[src/rtl/guvm_icr_pkg.sv]
// Shared types and constants for the instruction-cache responder.
package guvm_icr_pkg;

  // Fetch sequencing states.
  typedef enum logic [1:0] {
    ST_IDLE,
    ST_WAIT,
    ST_STARVE,
    ST_RESP
  } icr_state_e;

  // Instruction word width carried by a FIFO entry.
  localparam int unsigned ICR_DW = 32;

  // SPARC NOP returned when a starved fetch times out.
  localparam logic [ICR_DW-1:0] NOP_INSTR = 32'h0100_0000;

  // Consecutive STARVE cycles before a NOP is substituted.
  localparam int unsigned STARVE_LIMIT = 8;

  // One queued instruction together with its exception flag.
  typedef struct packed {
    logic              exc;
    logic [ICR_DW-1:0] data;
  } icr_entry_t;

endpackage

[src/rtl/guvm_sync_fifo.sv]
// Synchronous FIFO with synchronous clear. DEPTH must be a power of two so
// the pointers wrap by natural overflow. A push while full is taken only when
// a pop happens in the same cycle, so occupancy stays at DEPTH.
module guvm_sync_fifo #(
  parameter int unsigned DEPTH = 16,
  parameter int unsigned WIDTH = 33,
  localparam int unsigned AW   = $clog2(DEPTH),
  localparam int unsigned CW   = $clog2(DEPTH + 1)
) (
  input  logic             clk,
  input  logic             rst_n,
  input  logic             clr,
  input  logic             push,
  input  logic             pop,
  input  logic [WIDTH-1:0] wdata,
  output logic [WIDTH-1:0] rdata,
  output logic [CW-1:0]    count,
  output logic             full,
  output logic             empty
);

  logic [WIDTH-1:0] mem_q [DEPTH];
  logic [AW-1:0]    wr_ptr_q;
  logic [AW-1:0]    rd_ptr_q;
  logic [CW-1:0]    count_q;
  logic             do_push;
  logic             do_pop;

  assign full    = (count_q == CW'(DEPTH));
  assign empty   = (count_q == '0);
  assign do_pop  = pop && !empty;
  assign do_push = push && (!full || do_pop);
  assign rdata   = mem_q[rd_ptr_q];
  assign count   = count_q;

  // Pointer and occupancy bookkeeping; clear wins over push and pop.
  always_ff @(posedge clk or negedge rst_n) begin
    // NOTE: state registers use <= so every flop samples pre-edge values
    // regardless of statement order; = here would create order-dependent races.
    if (!rst_n) begin
      wr_ptr_q <= '0;
      rd_ptr_q <= '0;
      count_q  <= '0;
    end else if (clr) begin
      wr_ptr_q <= '0;
      rd_ptr_q <= '0;
      count_q  <= '0;
    end else begin
      if (do_push) wr_ptr_q <= wr_ptr_q + AW'(1);
      if (do_pop)  rd_ptr_q <= rd_ptr_q + AW'(1);
      unique case ({do_push, do_pop})
        2'b10:   count_q <= count_q + CW'(1);
        2'b01:   count_q <= count_q - CW'(1);
        default: count_q <= count_q;
      endcase
    end
  end

  // Storage write port.
  always_ff @(posedge clk) begin
    // NOTE: the array has no reset; entries are only read once count says
    // they were written, and leaving it unreset lets it map onto plain RAM.
    if (do_push) mem_q[wr_ptr_q] <= wdata;
  end

endmodule

[src/rtl/guvm_icache_responder.sv]
// Instruction-cache responder: answers core fetches from a preloaded FIFO
// after LAT stall cycles, using hold=0 as the stall indication.
// Optional feature macro: GUVM_ICR_NOP_FILL_EN (NOP substitution after a
// prolonged starve instead of waiting indefinitely).
module guvm_icache_responder
  import guvm_icr_pkg::*;
#(
  parameter int unsigned DEPTH = 16,
  parameter int unsigned LAT   = 2,
  parameter int unsigned DW    = 32
) (
  input  logic                       clk,
  input  logic                       rst,
  input  logic                       ld_valid,
  input  logic [DW-1:0]              ld_data,
  input  logic                       ld_exc,
  output logic                       ld_ready,
  input  logic                       flush,
  input  logic                       req,
  input  logic [31:0]                req_addr,
  output logic [DW-1:0]              data,
  output logic                       exception,
  output logic                       hold,
  output logic [$clog2(DEPTH+1)-1:0] count,
  output logic [31:0]                last_addr
);

  localparam int unsigned CW = $clog2(DEPTH + 1);

  icr_state_e state_q, state_d;
  logic [3:0]    wait_q, wait_d;
  logic [31:0]   addr_q, addr_d;
  logic [31:0]   last_addr_q;
  logic [DW-1:0] data_q;
  logic          exc_q;

  icr_entry_t    wr_entry;
  icr_entry_t    head;
  logic [CW-1:0] fifo_count;
  logic          fifo_full;
  logic          fifo_empty;

  logic          push_ok;
  logic          pop;
  logic          resp_nop;
  logic          avail_next;
  logic          fetch_start;
  logic [DW-1:0] resp_data;
  logic          resp_exc;

`ifdef GUVM_ICR_NOP_FILL_EN
  logic [3:0] starve_q, starve_d;
  logic       nop_q, nop_d;
  assign resp_nop = nop_q;
`else
  assign resp_nop = 1'b0;
`endif

  // A NOP response consumes nothing from the FIFO.
  assign pop         = (state_q == ST_RESP) && !resp_nop && !fifo_empty;
  // Full FIFO still takes a word when the head leaves in the same cycle.
  assign push_ok     = ld_valid && !flush && (!fifo_full || pop);
  // FIFO will hold a word next cycle: what survives this pop plus any push.
  assign avail_next  = (fifo_count > CW'(pop)) || push_ok;
  // A new fetch may start from IDLE or back-to-back from RESP.
  assign fetch_start = req && ((state_q == ST_IDLE) || (state_q == ST_RESP));

  assign wr_entry.exc  = ld_exc;
  assign wr_entry.data = ld_data;

  guvm_sync_fifo #(
    .DEPTH (DEPTH),
    .WIDTH ($bits(icr_entry_t))
  ) u_fifo (
    .clk   (clk),
    .rst_n (rst),
    .clr   (flush),
    .push  (push_ok),
    .pop   (pop),
    .wdata (wr_entry),
    .rdata (head),
    .count (fifo_count),
    .full  (fifo_full),
    .empty (fifo_empty)
  );

  // Next-state, wait counter and response mux.
  always_comb begin
    // NOTE: every output of this block gets a default first, so no path
    // leaves a signal unassigned and no latch is inferred.
    state_d   = state_q;
    wait_d    = wait_q;
    addr_d    = addr_q;
    hold      = 1'b1;
    resp_data = data_q;
    resp_exc  = exc_q;
`ifdef GUVM_ICR_NOP_FILL_EN
    starve_d  = '0;
    nop_d     = 1'b0;
`endif

    unique case (state_q)
      ST_IDLE: ;
      ST_WAIT: begin
        hold   = 1'b0;
        wait_d = wait_q - 4'd1;
        if (wait_q == 4'd1) state_d = avail_next ? ST_RESP : ST_STARVE;
      end
      ST_STARVE: begin
        hold = 1'b0;
        if (avail_next) begin
          state_d = ST_RESP;
`ifdef GUVM_ICR_NOP_FILL_EN
        end else if (starve_q == 4'(STARVE_LIMIT - 1)) begin
          state_d = ST_RESP;
          nop_d   = 1'b1;
        end else begin
          starve_d = starve_q + 4'd1;
`endif
        end
      end
      ST_RESP: begin
        resp_data = resp_nop ? NOP_INSTR : head.data;
        resp_exc  = resp_nop ? 1'b0 : head.exc;
        state_d   = ST_IDLE;
      end
      default: state_d = ST_IDLE;
    endcase

    if (fetch_start) begin
      addr_d = req_addr;
      wait_d = 4'(LAT);
      if (LAT > 0) state_d = ST_WAIT;
      else         state_d = avail_next ? ST_RESP : ST_STARVE;
    end

    // Flush aborts any fetch in flight and overrides a concurrent request.
    if (flush) begin
      state_d = ST_IDLE;
      wait_d  = '0;
`ifdef GUVM_ICR_NOP_FILL_EN
      starve_d = '0;
      nop_d    = 1'b0;
`endif
    end
  end

  // FSM state, captured address and the held response registers.
  always_ff @(posedge clk or negedge rst) begin
    if (!rst) begin
      state_q     <= ST_IDLE;
      wait_q      <= '0;
      addr_q      <= '0;
      last_addr_q <= '0;
      data_q      <= '0;
      exc_q       <= 1'b0;
    end else begin
      state_q <= state_d;
      wait_q  <= wait_d;
      addr_q  <= addr_d;
      if (state_q == ST_RESP) begin
        data_q      <= resp_data;
        exc_q       <= resp_exc;
        last_addr_q <= addr_q;
      end
    end
  end

`ifdef GUVM_ICR_NOP_FILL_EN
  // Starve timeout counter and NOP-response marker.
  always_ff @(posedge clk or negedge rst) begin
    if (!rst) begin
      starve_q <= '0;
      nop_q    <= 1'b0;
    end else begin
      starve_q <= starve_d;
      nop_q    <= nop_d;
    end
  end
`endif

  assign data      = resp_data;
  assign exception = resp_exc;
  assign ld_ready  = !fifo_full;
  assign count     = fifo_count;
  assign last_addr = last_addr_q;

endmodule

[config.mk]
export PLATFORM = sky130hd
export DESIGN_NAME = guvm_icache_responder
export DESIGN_NICKNAME = d
export VERILOG_FILES = /design/src/rtl/guvm_icr_pkg.sv /design/src/rtl/guvm_sync_fifo.sv /design/src/rtl/guvm_icache_responder.sv
export SDC_FILE = /design/constraint.sdc
export NUM_CORES = 1
export LEC_CHECK = 0
export BUFFER_PORTS_ARGS = -buffer_cell sky130_fd_sc_hd__clkbuf_2
export CAP_MARGIN = 20
export CORE_UTILIZATION = 35
export CTS_CLUSTER_DIAMETER = 150
export CTS_CLUSTER_SIZE = 10
export DETAILED_ROUTE_END_ITERATION = 10
export HOLD_SLACK_MARGIN = 0.12
export PLACE_DENSITY = 0.53
export RECOVER_POWER = 50
export SKIP_LAST_GASP = 1
export SYNTH_ARGS = -nofsm -noshare
export SYNTH_HDL_FRONTEND = slang
export SYNTH_HIERARCHICAL = 1
export SYNTH_SLANG_ARGS = --single-unit
[constraint.sdc]
create_clock -name clk -period 5.7 [get_ports clk]
set_input_delay 0.57 -clock clk [delete_from_list [all_inputs] [get_ports clk]]
set_output_delay 0.57 -clock clk [all_outputs]
set_load 0.02 [all_outputs]
==> results_dict.tcl, run 1 <==
set metrics [dict create \
    seq_area_frac_synth_pct 74.5 \
    syn_inst 1293 \
    overflow 0 \
    synth.most_common_cell "edfxtp_1" \
    crit_buf_inv 2 \
    status "finished, violations left" \
    fin_skew_ns 0.0326 \
    htreeDepth 3 \
    synth_xor_area_share_pct 0.383 \
    grtUsageTotal_pct 15.4 \
    setup_viol 0 \
    yosys-top-cells-area "edfxtp_1 63%, mux4_2 12%, dfrtp_1 12%, mux2_2 4.5%, nand2_1 2.0%" \
    rsz0062_at_grt "false" \
    core_um2 70600 \
    io_buffers 141 \
    numClockSinks 644 \
    start_util_pct 35.7 \
    cp_max_fo 54 \
    period_needed_ns 3.98 \
    yosys.area_share.simple_pct 3.42 \
    powerDensity_nw_per_um2 391 \
    utilization_pct 41.3 \
    cts_tree "yes" \
    reg2reg_depth 12 \
    clkLatencyLatePin_ns 0.62 \
    diodes 0 \
    routed_via_density 5.08 \
    synth_compound_area_share_pct 2.86 \
    holdPathStages 3 \
    grt_pass1_wl_mm 84.8 \
    cts_resized 0 \
    critPathRequiredTime_ns 5.19 \
    synth_top_family_by_area "multiplexers" \
    dr.pass1.iters 4 \
    drive_gt1_share_pct 28.9 \
    worst_ir_drop_vdd_uv 245 \
    grt_pass1_vias 13300 \
    hold_class "input pin to register" \
    cts_made_buffers 74 \
    antenna_found_initial 0 \
    fin_crit_sh_pct 69.9 \
    yosysTopAreaCell "edfxtp_1" \
    ant_nets 0 \
    die_h_um 270 \
    cts_buffer_depth 3 \
    multiInputGateArea_um2 6140 \
    place_congestion 0.735 \
    worstSetupEndpointType "async pin" \
    routedWlPerCell_um 22.4 \
    ys.flop_type "edfxtp_1" \
    area_growth_pct 16.0 \
    num_vias 12500 \
    critPathTopFamily "buffers and inverters" \
    synth_nets 1379 \
    tns_ns 0 \
    slew_viol_final 125 \
    pin_count 142 \
    hpwl_mm 31.3 \
    num-nets-final 1551 \
    die_w_um 270 \
    drc 0 \
    synth_seq_cells 644 \
    cp.arrival_ns 3.47 \
    syn_area_um2 25200 \
    muxShareOfSynthArea_pct 16.5 \
    p_leak_uw 0.00986 \
    syn_area_per_cell_um2 19.5 \
    fillCellCount 6375 \
    path_depth 2 \
    drtIter0Drc 872 \
    fmax_mhz 251 \
    cp-start-kind "input pin" \
    worstMarginPinSlew_ns 3.36 \
    cts-root-buf "clkbuf_16" \
    crit_path_cell_trace "dlygate4sd3_1, clkbuf_1" \
    synth_top_area_share_pct 63.0 \
    synthTopCellsByCount "528 x edfxtp_1, 135 x nand2_1, 132 x mux4_2" \
    async_reset_ff_share_pct 18.0 \
    crit_type "input pin to async pin" \
    violations "max-capacitance violations, max-slew violations" \
    synthAdderAreaFrac_pct 0.825 \
    final_cell_area_um2 29200 \
    grt_max_degree 66 \
    ys_types 49 \
    hold_violations 0 \
    yosys_warnings 6 \
    row_count 97 \
    maxCapViolCount 3 \
    seq_area_um2 18800 \
    critical_path.max_stage_delay_ns 2.34 \
    cp_slowest_cell "clkbuf_1" \
    placed_area_um2 27100 \
    wl_mm 55.2 \
    synth_edf_count 528 \
    relSlewSlack_pct -124 \
    clk_pin_slew_ns 0.06 \
    dieArea_um2 73000 \
]
report_power, final:
part,internal [uW],switching [uW],leakage (uW)
combinational,584,886,0.00261
clock,2460,1840,0.00103
sequential,5470,182,0.00622
worst min-delay path, stage by stage:
cell and delay [ns]:
clkbuf_2 0.08, nand2_1 0.04, nand2_1 0.05
repair_timing:
item / in CTS / in global routing
hold buffers: 1 / 0
endpoints found under the hold margin: 53 / 0
buffers inserted: 0 / 0
placed cells by master, fill, tap and decap left out, types with 3 or more instances in the layout:
master	n
edfxtp_1	528
nand2_1	135
mux4_2	132
clkbuf_1	123
dfrtp_1	114
mux2_2	100
clkbuf_16	74
clkbuf_2	71
a22oi_1	66
nor2_1	20
inv_1	19
buf_4	19
ha_1	14
xor2_1	8
a21oi_1	6
o211ai_1	5
nor2_4	5
and2_2	5
buf_12	5
nor3_1	4
nand2b_1	4
and3_2	4
nor4_2	4
mux2i_1	4
nor2b_4	3
xnor2_1	3
and3_1	3
state kept, by name (all words and copies together) (netlist names), 2 cells and up:
register and cells:
u_fifo/mem_q 528, addr_q 32, data_q 32, last_addr 32, u_fifo/count 5, u_fifo/rd_ptr_q 4, u_fifo/wr_ptr_q 4, wait_q 4
state_q 2
routing by layer:
layer	wire, um	track usage (%)	up-vias
met5	0	0	-
met1	25300	21.4	6641
met3	2320	2.94	87
met2	26500	24.8	288
li1	-	-	5495
met4	1030	4.03	0
final cells by class:
cell class | count | share of cell area, %
Clock buffer | 125 | 7.00
Tap cell | 940 | 4.03
Sequential cell | 644 | 64.3
Multi-Input combinational cell | 558 | 21.0
Inverter | 19 | 0.244
Timing Repair Buffer | 168 | 3.01
Clock inverter | 7 | 0.446
worst paths after layout:
check / start / slack [ns] / to
min in group asynchronous: rst / 1.64 / wait_q[3]
max in group clk: u_fifo/rd_ptr_q[1] / 1.84 / data[28]
setup reg to reg: u_fifo/count[1] / 1.91 / u_fifo/count[4]
setup / recovery: rst / 1.72 / u_fifo/rd_ptr_q[0]
hold / removal: req_addr[20] / 0.16 / addr_q[20]
hold reg to reg: addr_q[28] / 0.47 / addr_q[28]
cell families after synthesis:
family | Yosys count
multiplexers | 237
adder cells (fa/ha/maj) | 16
flip-flops | 644
AND/OR/NAND/NOR | 200
XOR/XNOR | 11
AO/OA/AOI/OAI | 94
buffers and inverters | 91
metrics by stage:
step	hold slack, ns	cells	power, uW	setup slack, ns
5_1_grt	0.151	2461	11900	0.886
2_1_floorplan	0.274	1293	6740	0.149
4_1_cts	0.121	2459	11600	1.74
6_report	0.162	2461	11400	1.72
3_3_place_gp	0.451	2326	7230	1.97
3_5_place_dp	0.461	2326	7270	1.90
Power figures use the tool's default switching activity.
==> run 2: changes to the inputs <==
--- a/config.mk
+++ b/config.mk
@@ -5,6 +5,7 @@
 export SDC_FILE = /design/constraint.sdc
 export NUM_CORES = 1
 export LEC_CHECK = 0
+export ABC_AREA = 1
 export BUFFER_PORTS_ARGS = -buffer_cell sky130_fd_sc_hd__clkbuf_2
 export CAP_MARGIN = 20
 export CORE_UTILIZATION = 35
@@ -12,7 +13,7 @@
 export CTS_CLUSTER_SIZE = 10
 export DETAILED_ROUTE_END_ITERATION = 10
 export HOLD_SLACK_MARGIN = 0.12
-export PLACE_DENSITY = 0.53
+export PLACE_DENSITY = 0.52
 export RECOVER_POWER = 50
 export SKIP_LAST_GASP = 1
 export SYNTH_ARGS = -nofsm -noshare
==> constraint.sdc (replaced) <==
create_clock -name clk -period 3.8 [get_ports clk]
set_input_delay 0.38 -clock clk [delete_from_list [all_inputs] [get_ports clk]]
set_output_delay 0.38 -clock clk [all_outputs]
set_load 0.02 [all_outputs]
==> run 2 against run 1 <==
The flow still finishes with violations (max-capacitance violations, max-slew violations). Synthesized area up 2.5%. Synthesized cell count up 68%. Final cell count up 36%. Core utilization about the same. Cell area up 3.2%. Critical endpoint is now data[25]. Clock power up 51%. Clock skew down 0.015 ns.
==> results_dict.tcl, run 2 <==
set metrics [dict create \
    drtIter0Drc 1372 \
    drc 0 \
    wl_mm 68.1 \
    fillCellCount 6880 \
    fin_crit_sh_pct 89.4 \
    p_leak_uw 0.0109 \
    fin_skew_ns 0.0176 \
    cts-hold-fix-buffers 34 \
    synth_top_area_share_pct 61.4 \
    rsz0062_at_grt "false" \
    synthTopCellsByCount "528 x edfxtp_1, 430 x nor2_1, 406 x nand2_1" \
    cp-start-kind "register" \
    cts_buffer_depth 3 \
    hpwl_mm 37.1 \
    io_buffers 141 \
    top_register "u_fifo/mem_q" \
    drive_gt1_share_pct 9.29 \
    final_cell_area_um2 30100 \
    htreeDepth 3 \
    crit_path_cell_trace "buf_12, o21ai_0, o211ai_1, nand3_1, nand2_1, nand2_1, nand2_1, clkbuf_2" \
    syn_area_um2 25800 \
    cpMostUsedCell "nand2_1" \
    reg2reg_depth 13 \
    critical_path.max_stage_delay_ns 0.86 \
    synth.most_common_cell "edfxtp_1" \
    worstMarginPinSlew_ns 2.05 \
    dieArea_um2 74900 \
    die_w_um 274 \
    num-nets-final 2424 \
    tns_ns 0 \
    maxCapViolCount 1 \
    row_count 99 \
    numClockSinks 644 \
    reg2reg_to "u_fifo/mem_q[4][23]" \
    largest_reg_flops 528 \
    num_vias 16900 \
    ys_types 29 \
    ys.flop_type "edfxtp_1" \
    timing.rr.start "u_fifo/count[1]" \
    worst_ir_drop_vdd_uv 373 \
    grt_pass1_vias 17000 \
    cts_setup_buffers 0 \
    violations "max-capacitance violations, max-slew violations" \
    clkLatencyLatePin_ns 0.62 \
    synth_edf_count 528 \
    status "finished, violations left" \
    setup_viol 0 \
    grt_pass1_wl_mm 104 \
    synth_nets 2263 \
    yosys-top-cells-area "edfxtp_1 61%, dfrtp_1 11%, nor2_1 6.3%, nand2_1 5.9%, o21ai_0 4.1%" \
    cp_max_fo 65 \
    grtUsageTotal_pct 18.3 \
    grt_max_degree 173 \
    min_from "ld_data[0]" \
    period_needed_ns 3.40 \
    cp_slowest_cell "dfrtp_4" \
    cts_resized 0 \
    routedWlPerCell_um 20.3 \
    crit_type "register to primary output" \
    seq_area_frac_synth_pct 72.7 \
    slew_viol_final 82 \
    async_reset_ff_share_pct 18.0 \
    core_um2 73000 \
    area_growth_pct 16.7 \
    cts_made_buffers 74 \
    pin_count 142 \
    placed_area_um2 27700 \
    critPathRequiredTime_ns 3.42 \
    cp.arrival_ns 3.02 \
    start_util_pct 35.4 \
    seq_area_um2 18800 \
    powerDensity_nw_per_um2 566 \
    holdPathStages 1 \
    final_cell_mix "528 x edfxtp_1, 414 x nor2_1, 406 x nand2_1" \
    synth_seq_cells 644 \
    die_h_um 274 \
    antenna_found_initial 2 \
    syn_area_per_cell_um2 11.9 \
    place_congestion 0.826 \
    dr.pass1.iters 5 \
    multiInputGateArea_um2 6430 \
    hold_violations 0 \
    relSlewSlack_pct -36.6 \
    cts_tree "yes" \
    hold_class "input pin to register" \
    ant_nets 0 \
    clk_pin_slew_ns 0.06 \
    min_to "u_fifo/mem_q[0][0]" \
    overflow 0 \
    yosysTopAreaCell "edfxtp_1" \
    r2r_slack_ns 0.67 \
    fmax_mhz 294 \
    syn_inst 2177 \
    cts-root-buf "clkbuf_16" \
    routed_via_density 5.05 \
    worstSetupEndpointType "primary output" \
    yosys_warnings 6 \
    final_common_cell "edfxtp_1" \
]
[run 2: changes by cell type in the layout (fill, tap and decap cells not counted), moves of 12 or more]
cell | before | now
nand3_1 | 1 | 88
mux4_2 | 132 | 0
mux2_2 | 100 | 0
nor2_1 | 20 | 414
nand2_1 | 135 | 406
inv_1 | 19 | 31
o211ai_1 | 5 | 132
dlygate4sd3_1 | 1 | 34
o21ai_0 | 2 | 210
o21ai_1 | 0 | 63
a22oi_1 | 66 | 0
[run 2: logic make-up after synthesis]
group | synth area share [%]
compound gates | 9.37
xor+xnor | 0.170
fa+ha+maj | 0.805
buf+inv | 2.96
flops | 72.7
simple gates | 14.0
[run 2: cell type report]
class | instances | area share [%]
Clock inverter | 6 | 0.249
Multi-Input combinational cell | 1367 | 21.3
Inverter | 37 | 0.486
Timing Repair Buffer | 214 | 4.80
Tap cell | 959 | 3.98
Sequential cell | 644 | 62.3
Antenna cell | 1 | 0.00830
Clock buffer | 121 | 6.87
[run 2: worst max-delay path: cells and delay by family, from the launching register on]
| kind | cells | cell delay [ns] |
|---|---|---|
| AOI/OAI and AO/OA | 2 | 0.49 |
| DFF | 1 | 0.86 |
| buffers and inverters | 2 | 0.54 |
| and+or+nand+nor | 4 | 0.51 |
[run 2: report_power, final]
| group | internal [uW] | switching [uW] | leakage, uW | total (uW) |
|---|---|---|---|---|
| combinational | 604 | 1570 | 0.00364 | 2170 |
| clock | 3720 | 2760 | 0.00102 | 6480 |
| sequential | 8170 | 252 | 0.00623 | 8420 |
[run 2: per-stage QoR]
stage	hold slack, ns	instances	power, uW	worst slack, ns	util, %
global placement	0.449	3187	10700	0.664	38.0
CTS	0.157	3348	17300	0.322	41.4
floorplan	0.0844	2177	9890	0.533	-
detailed placement	0.454	3187	10800	0.695	38.0
global route	0.305	3349	17900	0.199	41.3
finish	0.290	3349	17100	0.401	41.3
[run 2: metal layers]
layer | wire (um) | GRT usage (%) | part of all wire, % | up-vias
li1 | - | - | - | 7976
met1 | 31500 | 25.5 | 46 | 8441
met2 | 32000 | 29.3 | 47 | 406
met3 | 3080 | 2.79 | 4.5 | 89
met4 | 1380 | 5.78 | 2.0 | 2
met5 | 13 | 0 | 0.019 | -
[run 2: worst max path at each step]
| stage | start | end | slack [ns] | cells after the start |
|---|---|---|---|---|
| floorplan | u_fifo/count[1] | u_fifo/mem_q[0][0] | 0.53 | 12 |
| global placement | u_fifo/count[1] | u_fifo/mem_q[4][20] | 0.66 | 13 |
| detailed placement | u_fifo/count[1] | u_fifo/mem_q[4][22] | 0.69 | 13 |
| CTS | u_fifo/rd_ptr_q[1] | data[25] | 0.32 | 8 |
| global route | u_fifo/rd_ptr_q[0] | data[1] | 0.20 | 11 |
| finish | u_fifo/rd_ptr_q[1] | data[25] | 0.40 | 8 |
